==> config.mk <==
export PLATFORM = sky130hd
export DESIGN_NAME = seq_divider
export DESIGN_NICKNAME = d
export VERILOG_FILES = /design/src/rtl/seq_divider.sv
export SDC_FILE = /design/constraint.sdc
export NUM_CORES = 1
export LEC_CHECK = 0
export BUFFER_PORTS_ARGS = -buffer_cell sky130_fd_sc_hd__buf_2
export CAP_MARGIN = 20
export CORE_MARGIN = 8
export CORE_UTILIZATION = 46
export CTS_CLUSTER_DIAMETER = 60
export DETAILED_ROUTE_END_ITERATION = 7
export PLACE_DENSITY_LB_ADDON = 0.15
export SETUP_SLACK_MARGIN = 0.4
export SLEW_MARGIN = 30
export SYNTH_ARGS = -nofsm -noshare
export SYNTH_HDL_FRONTEND = slang
export SYNTH_SLANG_ARGS = --single-unit
==> constraint.sdc <==
create_clock -name clk -period 3.2 [get_ports clk]
set_clock_uncertainty 0.05 [all_clocks]
set_input_delay 0.32 -clock clk [delete_from_list [all_inputs] [get_ports clk]]
set_output_delay 0.32 -clock clk [all_outputs]
set_load 0.1 [all_outputs]
==> src/rtl/seq_divider.sv <==
`default_nettype none
// ============================================================================
//  Module      : seq_divider
//  Description : Multi-cycle restoring divider (DIV/DIVU) feeding HI/LO.
//                Optional build macro DIV_ZERO_FAST_EN: a zero divisor skips
//                the iteration phase.
//  Revision    : 1.0 - initial release
// ============================================================================
module seq_divider #(
    parameter int WIDTH = 32
) (
    input  logic             clk,
    input  logic             rst,
    input  logic             start,
    input  logic             sign_en,
    input  logic [WIDTH-1:0] dividend,
    input  logic [WIDTH-1:0] divisor,
    output logic             busy,
    output logic             done,
    output logic [WIDTH-1:0] quotient,
    output logic [WIDTH-1:0] remainder,
    output logic             div_by_zero
);

    localparam int               c_CNT_W = $clog2(WIDTH) + 1;
    localparam logic [c_CNT_W-1:0] c_LAST = c_CNT_W'(WIDTH - 1);
    localparam logic [WIDTH-1:0] c_ONE   = {{(WIDTH-1){1'b0}}, 1'b1};
    localparam logic [WIDTH+1:0] c_CIN   = {{(WIDTH+1){1'b0}}, 1'b1};

    typedef enum logic [1:0] {
        S_IDLE = 2'd0,
        S_RUN  = 2'd1,
        S_FIX  = 2'd2,
        S_DONE = 2'd3
    } state_t;

    state_t r_state;
    state_t w_next;

    logic [WIDTH-1:0]   r_div;
    logic [WIDTH-1:0]   r_rem;
    logic [WIDTH-1:0]   r_quo;
    logic [WIDTH-1:0]   r_dividend_raw;
    logic [c_CNT_W-1:0] r_cnt;
    logic               r_neg_q;
    logic               r_neg_r;
    logic               r_dbz;
    logic [WIDTH-1:0]   r_quotient;
    logic [WIDTH-1:0]   r_remainder;
    logic               r_div_by_zero;

    logic [WIDTH-1:0]   w_dividend_mag;
    logic [WIDTH-1:0]   w_divisor_mag;
    logic               w_divisor_zero;
    logic [WIDTH:0]     w_shift;
    logic [WIDTH+1:0]   w_sum;
    logic               w_ge;

    // Most negative input maps to unsigned 2^(WIDTH-1), which fits the register.
    assign w_dividend_mag = (sign_en && dividend[WIDTH-1]) ? (~dividend + c_ONE) : dividend;
    assign w_divisor_mag  = (sign_en && divisor[WIDTH-1])  ? (~divisor + c_ONE)  : divisor;
    assign w_divisor_zero = (divisor == '0);

    // Trial subtract in ALU form: a + ~b + 1; carry out set means no borrow.
    assign w_shift = {r_rem, r_quo[WIDTH-1]};
    assign w_sum   = {1'b0, w_shift} + {1'b0, ~{1'b0, r_div}} + c_CIN;
    // With no borrow the difference is below the divisor, so its top bit is clear.
    assign w_ge    = w_sum[WIDTH+1] & ~w_sum[WIDTH];

    always_ff @(posedge clk) begin
        if (rst) begin
            r_state <= S_IDLE;
        end else begin
            r_state <= w_next;
        end
    end

    always_comb begin
        w_next = r_state;
        case (r_state)
            S_IDLE: begin
                if (start) begin
`ifdef DIV_ZERO_FAST_EN
                    w_next = w_divisor_zero ? S_FIX : S_RUN;
`else
                    w_next = S_RUN;
`endif
                end
            end
            S_RUN: begin
                if (r_cnt == c_LAST) begin
                    w_next = S_FIX;
                end
            end
            S_FIX:   w_next = S_DONE;
            S_DONE:  w_next = S_IDLE;
            default: w_next = S_IDLE;
        endcase
    end

    always_ff @(posedge clk) begin
        if (rst) begin
            r_div          <= '0;
            r_rem          <= '0;
            r_quo          <= '0;
            r_dividend_raw <= '0;
            r_cnt          <= '0;
            r_neg_q        <= 1'b0;
            r_neg_r        <= 1'b0;
            r_dbz          <= 1'b0;
            r_quotient     <= '0;
            r_remainder    <= '0;
            r_div_by_zero  <= 1'b0;
        end else begin
            case (r_state)
                S_IDLE: begin
                    if (start) begin
                        r_div          <= w_divisor_mag;
                        r_quo          <= w_dividend_mag;
                        r_rem          <= '0;
                        r_dividend_raw <= dividend;
                        r_cnt          <= '0;
                        r_neg_q        <= sign_en & (dividend[WIDTH-1] ^ divisor[WIDTH-1]);
                        r_neg_r        <= sign_en & dividend[WIDTH-1];
                        r_dbz          <= w_divisor_zero;
                    end
                end
                S_RUN: begin
                    r_cnt <= r_cnt + 1'b1;
                    r_quo <= {r_quo[WIDTH-2:0], w_ge};
                    r_rem <= w_ge ? w_sum[WIDTH-1:0] : w_shift[WIDTH-1:0];
                end
                S_FIX: begin
                    r_div_by_zero <= r_dbz;
                    if (r_dbz) begin
                        r_quotient  <= '1;
                        r_remainder <= r_dividend_raw;
                    end else begin
                        r_quotient  <= r_neg_q ? (~r_quo + c_ONE) : r_quo;
                        r_remainder <= r_neg_r ? (~r_rem + c_ONE) : r_rem;
                    end
                end
                default: begin
                end
            endcase
        end
    end

    assign busy        = (r_state == S_RUN) || (r_state == S_FIX);
    assign done        = (r_state == S_DONE);
    assign quotient    = r_quotient;
    assign remainder   = r_remainder;
    assign div_by_zero = r_div_by_zero;

endmodule
`default_nettype wire

==> run metrics, run 1 <==
status=finished clean; Top Family by Delay on Critical Path=compound AO/OA/AOI/OAI gates; WL per Instance=17.76 um; fin area=15190 um2; CTS Buf Count=26; IO Pins=135; crit path max fanout=5; sequential element share of the synthesized area=33.50%; Area after DPL=13420 um2; Util after Layout=58.28%; Clock power frac=23.8%; Tmin final=3021 ps; final slew viol count=0; syn avg cell area=7.691 um2; drc violations=0; Achievable Freq=331.1 MHz; Buffers & Inverters on Critical Path=4; area of the die=31970 um2; fraction of registers with async set/reset=0%; gr ovfl total=0; clk root buf=clkbuf_16; final wirelength=37.38 mm; Worst Max-Slew Pin Slew=1004 ps; Setup crit start kind=flop; row cnt=59; CTS Sinks=204; first-pass GRT wire length=59.07 mm; vias per cell=5.632; Leakage=6.021 nW; max_slew headroom=32.98%; hold_buf cts=0; worst path required time=3570 ps; layout cells sized above 1=21.88%; pwr/cell area=796.0 nW/um2; slowest cell delay on critical path=360 ps; # port buffers=134; endpoints failing setup=0; Clock Path Buffers=3; Yosys Warn Count=0; All-Layer GR Usage=22.72%; switch share=44.79%; DIE HEIGHT=178.8 um; number of synthesized register bits=204; clock slew at reported path FFs=60 ps; Routed Antenna Nets=0; Max-Cap Viols=0; CTS tree=built; combinational power share=47.4%; Netlist Area Pre-Place=12190 um2; via count=11860; RSZ-0062 raised after global routing=yes; hpwl dp=27.16 mm; CP endpoint kind=flop; core area=26060 um2; pin count of the biggest net entering global routing=72; worst hold path class=in2reg; final RePlAce weighted congestion=0.8993; crit path kind=reg2reg; final worst path period share=94.39%; Yosys cell types=62; worst skew pair latency=530 ps; fin nets=1862; Worst path most repeated cell=inv_2; Area Overhead vs Synth=24.59%; worst-path cell chain=inv_2, ha_4, inv_2, fa_2, a211oi_2, o21ai_2, o211ai_1, a31oi_2, a31oi_1, xor2_1, nor2_4, buf_4, buf_12, mux2i_1, a22o_1; Int Power=6.675 mW; NetSw=5.414 mW; Crit-path slowest cell=fa_2; H-tree levels=1; final hold vios=0; drt pass-1 iters=5; antenna violations before repair=1; vias in the first global route=11000; Post-Synthesis Cells=1585; Mapped Nets=1695; share of power burned in registers=28.9%; most frequent cells in the layout=nand2_1, dfxtp_1, nor2_1, buf_2, a21oi_1; most common cell after layout, fill and taps aside=nand2_1; Iteration-0 DRC Markers=834; worst path arrival time=3390 ps; Initial Util=46.78%; VDD IR max=1.135 mV; setup TNS=0 ps; Die W=178.8 um; EDFF count, synth=0; Main synth FF type=dfxtp_1
## worst reg2reg max path: stages (launching register included)
cell	delay, ps
dfxtp_2	320
inv_2	70
ha_4	130
inv_2	30
fa_2	360
a211oi_2	250
o21ai_2	100
o211ai_1	260
a31oi_2	160
a31oi_1	220
xor2_1	260
nor2_4	100
buf_4	160
buf_12	130
mux2i_1	120
a22o_1	200
## stage by stage
| stage | power (mW) | std cells | setup WS (ps) | hold WS [ps] |
|---|---|---|---|---|
| 4_1_cts | 11.77 | 2088 | 295.8 | 13.36 |
| 6_report | 12.09 | 2105 | 179.4 | 33.14 |
| 3_3_place_gp | 8.539 | 2014 | 233.7 | 391.6 |
| 5_1_grt | 12.81 | 2105 | 34.36 | 39.94 |
| 3_5_place_dp | 8.566 | 2014 | 114.5 | 396.5 |
| 2_1_floorplan | 7.405 | 1585 | 407.0 | 381.9 |
## area by class of cell
class	instances	area (um2)
fillers	2430	10870
multi-input cells	1235	8036
flip-flops and latches	204	4110
repair buffers	233	1578
clock buffers	33	738.2
well taps	335	419.2
inverters	52	195.2
clock inverters	12	108.9
diodes	1	2.502
## power groups by stage
stage,clock network (mW),registers [mW],logic (mW)
4_1_cts,2.92,3.47,5.38
3_3_place_gp,0,3.48,5.06
5_1_grt,3.04,3.55,6.22
6_report,2.88,3.49,5.72
2_1_floorplan,0,4.42,2.99
3_5_place_dp,0,3.50,5.06
## per-layer routing
| metal | wire length [um] | vias up | share of wire, % | global-route usage (%) |
|---|---|---|---|---|
| met1 | 18120 | 5584 | 48 | 32.79 |
| met5 | 0 | - | 0 | 0 |
| met2 | 16260 | 284 | 43 | 34.86 |
| met3 | 2187 | 50 | 5.9 | 3.454 |
| met4 | 814 | 0 | 2.2 | 5.443 |
| li1 | - | 5937 | - | - |
## flip-flops by register name, summed over array words and instances (netlist names)
signal / cells
r_rem: 32
remainder: 32
r_quo: 32
r_state: 2
r_dbz: 1
r_cnt: 6
r_dividend_raw: 32
div_by_zero: 1
r_neg_q: 1
quotient: 32
r_neg_r: 1
r_div: 32
## cells by family after synthesis
logic type	count (synthesis)	synth area share, %
XOR/XNOR	145	10.42
AO/OA/AOI/OAI	456	22.91
adder cells (fa/ha/maj)	42	4.372
AND/OR/NAND/NOR	538	19.83
buffers and inverters	146	4.537
multiplexers	54	4.434
flip-flops	204	33.50
## what timing repair did
action,4_1_cts,5_1_grt
setup endpoints to repair,47,56
gates cloned,3,1
resized for setup,76,57
pin swaps,23,26
buffers inserted,26,15
## Yosys cell counts, types with 3 or more instances
master     number  share of area [%]
a31oi_1        16               0.82
nor3_1         16               0.66
o21ai_1         6               0.25
o211ai_1       16               0.99
mux2i_1        54                4.4
and2_1          5               0.26
xor2_1         74                5.3
nor4_1         10               0.51
xnor2_1        71                5.1
nand3_1        14               0.57
inv_1          52                1.6
dfxtp_1       204                 34
or2_2           4               0.21
ha_1           41                4.2
nand3b_1        3               0.18
clkbuf_1       76                2.3
nand4_1         6               0.31
a2bb2oi_1       3               0.22
nor3b_1         6               0.37
nor2b_1         4               0.21
o21ai_2         4               0.29
o22ai_1        31                1.6
or3_1          23                1.2
o21bai_1        4               0.25
a21o_1         15               0.92
buf_2           3               0.12
o41ai_1        12               0.86
o31ai_1        33                2.0
nand2_1       246                7.6
and3_1          9               0.46
or4_1          11               0.68
nor2_1        154                4.7
a21oi_1       114                4.7
or4_4           3               0.28
buf_1          14               0.43
a211oi_1       38                2.3
a311oi_1        7               0.50
nand2b_1       12               0.62
o21ai_0       136                5.6
o21a_1          6               0.37
## path summary, 6_finish.rpt
kind                                              from                              end  slack (ps)  cells after the start
worst min register to register  r_div[31]$_SDFFE_PP0P_           r_div[31]$_SDFFE_PP0P_         400                      2
worst max-delay path            r_quo[31]$_SDFFE_PP0P_            r_rem[0]$_SDFFE_PP0P_         180                     15
worst min-delay path                      dividend[29]  r_dividend_raw[29]$_SDFFE_PP0P_          30                      3
worst max register to register  r_quo[31]$_SDFFE_PP0P_            r_rem[0]$_SDFFE_PP0P_         180                     15
Note: power is estimated with default switching activity, not from simulation.
==> run 2, diff against run 1 <==
==> constraint.sdc (replaced) <==
create_clock -name clk -period 3.2 [get_ports clk]
set_clock_uncertainty 0.05 [all_clocks]
set_input_delay 0.16 -clock clk [delete_from_list [all_inputs] [get_ports clk]]
set_output_delay 0.16 -clock clk [all_outputs]
set_load 0.1 [all_outputs]
==> run metrics, run 2 (synthesis results as in run 1) <==
final RePlAce weighted congestion=0.8987 (was 0.8993); Crit-path slowest cell=a2111oi_4 (was fa_2); vias in the first global route=11170 (was 11000); most frequent cells in the layout=nand2_1, dfxtp_1, nor2_1, buf_2, a21oi_1 (unchanged); Iteration-0 DRC Markers=870 (was 834); WL met1=18.51 mm (was 18.12 mm); Clock power frac=25.4% (was 23.8%); DIE HEIGHT=178.8 um (unchanged); Clock Path Buffers=3 (unchanged); top routing layer used=met4 (unchanged); IO Pins=135 (unchanged); drc violations=0 (unchanged); Max-Cap Viols=0 (unchanged); slowest cell delay on critical path=360 ps (about the same); Routed Antenna Nets=0 (unchanged); # diodes=0 (was 1); Buffers & Inverters on Critical Path=4 (unchanged); fin nets=1897 (was 1862); Int Power=6.700 mW (was 6.675 mW); clk root buf=clkbuf_16 (unchanged); area of the die=31970 um2 (unchanged); Top Family by Delay on Critical Path=compound AO/OA/AOI/OAI gates (unchanged); CTS Sinks=204 (unchanged); gr ovfl total=0 (unchanged); drt pass-1 iters=5 (unchanged); Area after DPL=13350 um2 (was 13420 um2); met2 routed WL=16.74 mm (was 16.26 mm); vias per cell=5.580 (was 5.632); NetSw=5.347 mW (was 5.414 mW); Achievable Freq=334.3 MHz (was 331.1 MHz); worst hold path class=in2reg (unchanged); clock slew at reported path FFs=60 ps (about the same); final hold vios=0 (unchanged); hpwl dp=26.85 mm (was 27.16 mm); via count=11940 (was 11860); CTS tree=built (unchanged); endpoints failing setup=0 (unchanged); crit path kind=reg2reg (unchanged); Leakage=6.173 nW (was 6.021 nW); worst path arrival time=3340 ps (was 3390 ps); row cnt=59 (unchanged); worst-path cell chain=inv_2, ha_1, nor2b_1, o31ai_2, a211oi_2, o2111ai_2, a31oi_4, a2111oi_4, nor2_4, buf_12, buf_8, clkbuf_16, mux2i_1, o21ai_1 (was inv_2, ha_4, inv_2, fa_2, a211oi_2, o21ai_2, o211ai_1, a31oi_2, a31oi_1, xor2_1, nor2_4, buf_4, buf_12, mux2i_1, a22o_1); Area Overhead vs Synth=27.78% (was 24.59%); combinational power share=45.7% (was 47.4%); max_slew headroom=43.72% (was 32.98%); antenna violations before repair=0 (was 1); All-Layer GR Usage=22.95% (was 22.72%); crit path max fanout=4 (was 5); DR WL met3=2.017 mm (was 2.187 mm); worst hold slack=35.47 ps (was 33.14 ps); share of power burned in registers=28.9% (about the same); most common cell after layout, fill and taps aside=nand2_1 (unchanged); Util after Layout=59.78% (was 58.28%); pin count of the biggest net entering global routing=72 (unchanged); Tmin final=2991 ps (was 3021 ps); switch share=44.38% (was 44.79%); WL per Instance=17.63 um (was 17.76 um); VDD IR max=1.154 mV (was 1.135 mV); pwr/cell area=773.3 nW/um2 (was 796.0 nW/um2); final wirelength=37.71 mm (was 37.38 mm); core area=26060 um2 (unchanged); Worst Max-Slew Pin Slew=843.1 ps (was 1004 ps); worst setup slack after layout=208.5 ps (was 179.4 ps); # port buffers=134 (unchanged); final slew viol count=0 (unchanged); worst skew pair latency=550 ps (was 530 ps); fin area=15580 um2 (was 15190 um2); final worst path period share=93.48% (was 94.39%); CTS Buf Count=25 (was 26); Die W=178.8 um (unchanged); RSZ-0062 raised after global routing=yes (unchanged); Setup crit start kind=flop (unchanged); CP endpoint kind=flop (unchanged); Initial Util=46.78% (unchanged); H-tree levels=1 (unchanged); layout cells sized above 1=19.18% (was 21.88%); status=finished clean (unchanged); first-pass GRT wire length=60.25 mm (was 59.07 mm); worst path required time=3550 ps (was 3570 ps); pre-CTS setup slack=112.7 ps (was 114.5 ps); setup TNS=0 ps (unchanged)
## run 2: cell type report
type / instances / area, um2
Inverter: 52 / 195.2
Sequential cell: 204 / 4106
Fill cell: 2383 / 10480
Tap cell: 335 / 419.2
Multi-Input combinational cell: 1235 / 7974
Timing Repair Buffer: 269 / 1996
Clock inverter: 11 / 181.4
Clock buffer: 33 / 705.7
## run 2: path summary, 6_finish.rpt
check,startpoint,cells past startpoint,slack (ps),endpoint
worst max-delay path,r_div[1]$_SDFFE_PP0P_,14,210,r_rem[8]$_SDFFE_PP0P_
worst min-delay path,divisor[27],4,40,r_div[28]$_SDFFE_PP0P_
worst max register to register,r_div[1]$_SDFFE_PP0P_,14,210,r_rem[8]$_SDFFE_PP0P_
worst min register to register,r_div[31]$_SDFFE_PP0P_,2,400,r_div[31]$_SDFFE_PP0P_
## run 2: worst register-to-register path, stage by stage, from the launching register on
cell and delay (ps):
dfxtp_2 340, inv_2 60, ha_1 280, nor2b_1 160, o31ai_2 300, a211oi_2 140
o2111ai_2 280, a31oi_4 150, a2111oi_4 360, nor2_4 90, buf_12 150, buf_8 120
clkbuf_16 150, mux2i_1 150, o21ai_1 80
## run 2: power groups by stage
stage | Sequential [mW] | Combinational, mW | Clock [mW]
final | 3.48 | 5.51 | 3.06
after global routing | 3.55 | 5.97 | 3.21
after CTS | 3.47 | 5.41 | 3.11
after detailed placement | 3.50 | 5.06 | 0
after global placement | 3.48 | 5.05 | 0
after floorplan | 4.42 | 2.99 | 0
## run 2: per-layer routing
metal	track usage (%)	up-vias
li1	-	5998
met1	33.44	5597
met2	35.90	311
met3	2.759	30
met4	4.271	0
met5	0	-
## run 2: timing repair
action / 4_1_cts / 5_1_grt
hold buffers: 63 / 2
setup endpoints to repair: 50 / 64
buffers inserted: 20 / 2
gates cloned: 2 / 1
pin swaps: 23 / 20
resized for setup: 97 / 39
hold endpoints to repair: 63 / 2
## run 2: stage by stage
| stage | power (mW) | std cells |
|---|---|---|
| after CTS | 11.98 | 2134 |
| after detailed placement | 8.567 | 2005 |
| after floorplan | 7.405 | 1585 |
| after global routing | 12.73 | 2139 |
| final | 12.05 | 2139 |
| after global placement | 8.532 | 2005 |
==> run 3, diff against run 2 <==
RECOVER_POWER = 25   (was unset)
==> run metrics, run 3 (synthesis results as in run 1) <==
first-pass GRT wire length=60.25 mm (unchanged); area of the die=31970 um2 (unchanged); DIE HEIGHT=178.8 um (unchanged); gr ovfl total=0 (unchanged); vias per cell=5.601 (was 5.580); Clock Path Buffers=3 (unchanged); worst skew pair latency=540 ps (was 550 ps); clock slew at reported path FFs=60 ps (about the same); clk root buf=clkbuf_16 (unchanged); reg2reg setup slack=210 ps (about the same); layout cells sized above 1=15.58% (was 19.18%); Design Power=12.01 mW (was 12.05 mW); most frequent cells in the layout=nand2_1, dfxtp_1, nor2_1, a21oi_1, o21ai_0 (was nand2_1, dfxtp_1, nor2_1, buf_2, a21oi_1); vias in the first global route=11170 (unchanged); Max-Cap Viols=0 (unchanged); Area Overhead vs Synth=27.02% (was 27.78%); final wirelength=37.86 mm (was 37.71 mm); crit path max fanout=4 (unchanged); max_slew headroom=16.10% (was 43.72%); CP endpoint kind=flop (unchanged); RSZ-0062 raised after global routing=yes (unchanged); Achievable Freq=334.2 MHz (was 334.3 MHz); Area after DPL=13350 um2 (unchanged); final RePlAce weighted congestion=0.8987 (unchanged); drc violations=0 (unchanged); Initial Util=46.78% (unchanged); pwr/cell area=775.6 nW/um2 (was 773.3 nW/um2); final hold vios=0 (unchanged); drt pass-1 iters=5 (unchanged); final worst path period share=93.50% (was 93.48%); hold path startpoint=divisor[27] (unchanged); worst hold path class=in2reg (unchanged); Reg2Reg Depth=14 (unchanged); CTS Sinks=204 (unchanged); worst path arrival time=3340 ps (about the same); H-tree levels=1 (unchanged); WL per Instance=17.70 um (was 17.63 um); worst path required time=3550 ps (about the same); Hold Path End=r_div[28]$_SDFFE_PP0P_ (unchanged); Iteration-0 DRC Markers=931 (was 870); Critical R2R Capture=r_rem[8]$_SDFFE_PP0P_ (unchanged); CTS tree=built (unchanged); endpoints failing setup=0 (unchanged); slowest cell delay on critical path=360 ps (about the same); hpwl dp=26.85 mm (unchanged); antenna violations before repair=0 (unchanged); most common cell after layout, fill and taps aside=nand2_1 (unchanged); pin count of the biggest net entering global routing=72 (unchanged); Crit-path slowest cell=a2111oi_4 (unchanged); Routed Antenna Nets=0 (unchanged); VDD IR max=1.141 mV (was 1.154 mV); setup TNS=0 ps (unchanged); via count=11980 (was 11940); worst-path cell chain=inv_2, ha_1, nor2b_1, o31ai_2, a211oi_2, o2111ai_2, a31oi_4, a2111oi_4, nor2_4, buf_12, buf_8, clkbuf_16, mux2i_1, o21ai_1 (unchanged); row cnt=59 (unchanged); crit path kind=reg2reg (unchanged); Tmin final=2992 ps (was 2991 ps); fin nets=1897 (unchanged); IO Pins=135 (unchanged); Worst Max-Slew Pin Slew=1264 ps (was 843.1 ps); CTS Buf Count=25 (unchanged); worst hold slack=35.96 ps (was 35.47 ps); # port buffers=134 (unchanged); Leakage=5.896 nW (was 6.173 nW); status=finished clean (unchanged); Die W=178.8 um (unchanged); final slew viol count=0 (unchanged); Hold Path Depth=4 (unchanged); fin area=15480 um2 (was 15580 um2); reg2reg start=r_div[1]$_SDFFE_PP0P_ (unchanged); # diodes=0 (unchanged); core area=26060 um2 (unchanged); Setup crit start kind=flop (unchanged); All-Layer GR Usage=22.95% (unchanged)
run 3: cell types whose count changed in the layout (fill, tap and decap cells not counted):
cell	previous run	this run
buf_2	133	69
clkbuf_1	3	67
ha_1	33	34
ha_4	5	4
run 3: where the power goes:
group / internal (mW) / switching [mW]
Combinational: 1.73 / 3.74
Clock: 1.88 / 1.17
Sequential: 3.04 / 0.445
Total: 6.65 / 5.36
run 3: routing by layer:
layer | GRT usage, % | part of all wire (%) | vias to the layer above
li1 | - | - | 5998
met1 | 33.44 | 49 | 5649
met2 | 35.90 | 45 | 301
met3 | 2.759 | 5.3 | 32
met4 | 4.271 | 1.2 | 0
met5 | 0 | 0 | -
run 3: layout make-up:
class                           count  area [um2]
Sequential cell                   204        4106
Inverter                           52       195.2
Timing Repair Buffer              269        1916
Multi-Input combinational cell   1235        7961
Clock buffer                       33       705.7
Clock inverter                     11       181.4
Fill cell                        2410       10570
Tap cell                          335       419.2
run 3: worst max-delay path by stage:
stage | startpoint | endpoint | slack, ps | cells after the start
CTS | r_quo[31]$_SDFFE_PP0P_ | r_rem[12]$_SDFFE_PP0P_ | 240 | 16
global placement | r_quo[31]$_SDFFE_PP0P_ | r_rem[0]$_SDFFE_PP0P_ | 200 | 14
detailed placement | r_div[10]$_SDFFE_PP0P_ | r_rem[0]$_SDFFE_PP0P_ | 110 | 12
global route | r_quo[31]$_SDFFE_PP0P_ | r_rem[8]$_SDFFE_PP0P_ | 60 | 16
floorplan | r_quo[31]$_SDFFE_PP0P_ | r_rem[9]$_SDFFE_PP0P_ | 410 | 14
finish | r_div[1]$_SDFFE_PP0P_ | r_rem[8]$_SDFFE_PP0P_ | 210 | 14
run 3: repair_timing:
| item | 4_1_cts | 5_1_grt |
|---|---|---|
| endpoints found under the setup margin | 50 | 64 |
| cloned | 2 | 1 |
| setup buffers | 20 | 2 |
| pin swaps | 23 | 20 |
| hold buffers | 63 | 2 |
| gates resized for setup | 97 | 39 |
| endpoints found under the hold margin | 63 | 2 |
run 3: critical path, delay by kind of cell (launching register included):
family | cells | cell delay, ps
AO/OA/AOI/OAI | 6 | 1310
adder cells (fa/ha/maj) | 1 | 280
buffers and inverters | 4 | 470
flip-flops | 1 | 340
multiplexers | 1 | 150
AND/OR/NAND/NOR | 2 | 250
run 3: stage by stage:
| stage | util (%) | instances | worst slack [ps] |
|---|---|---|---|
| floorplan | - | 1585 | 407.0 |
| global placement | 51.22 | 2005 | 201.6 |
| detailed placement | 51.22 | 2005 | 112.7 |
| CTS | 58.89 | 2134 | 239.4 |
| global route | 59.42 | 2139 | 62.53 |
| finish | 59.42 | 2139 | 208.0 |
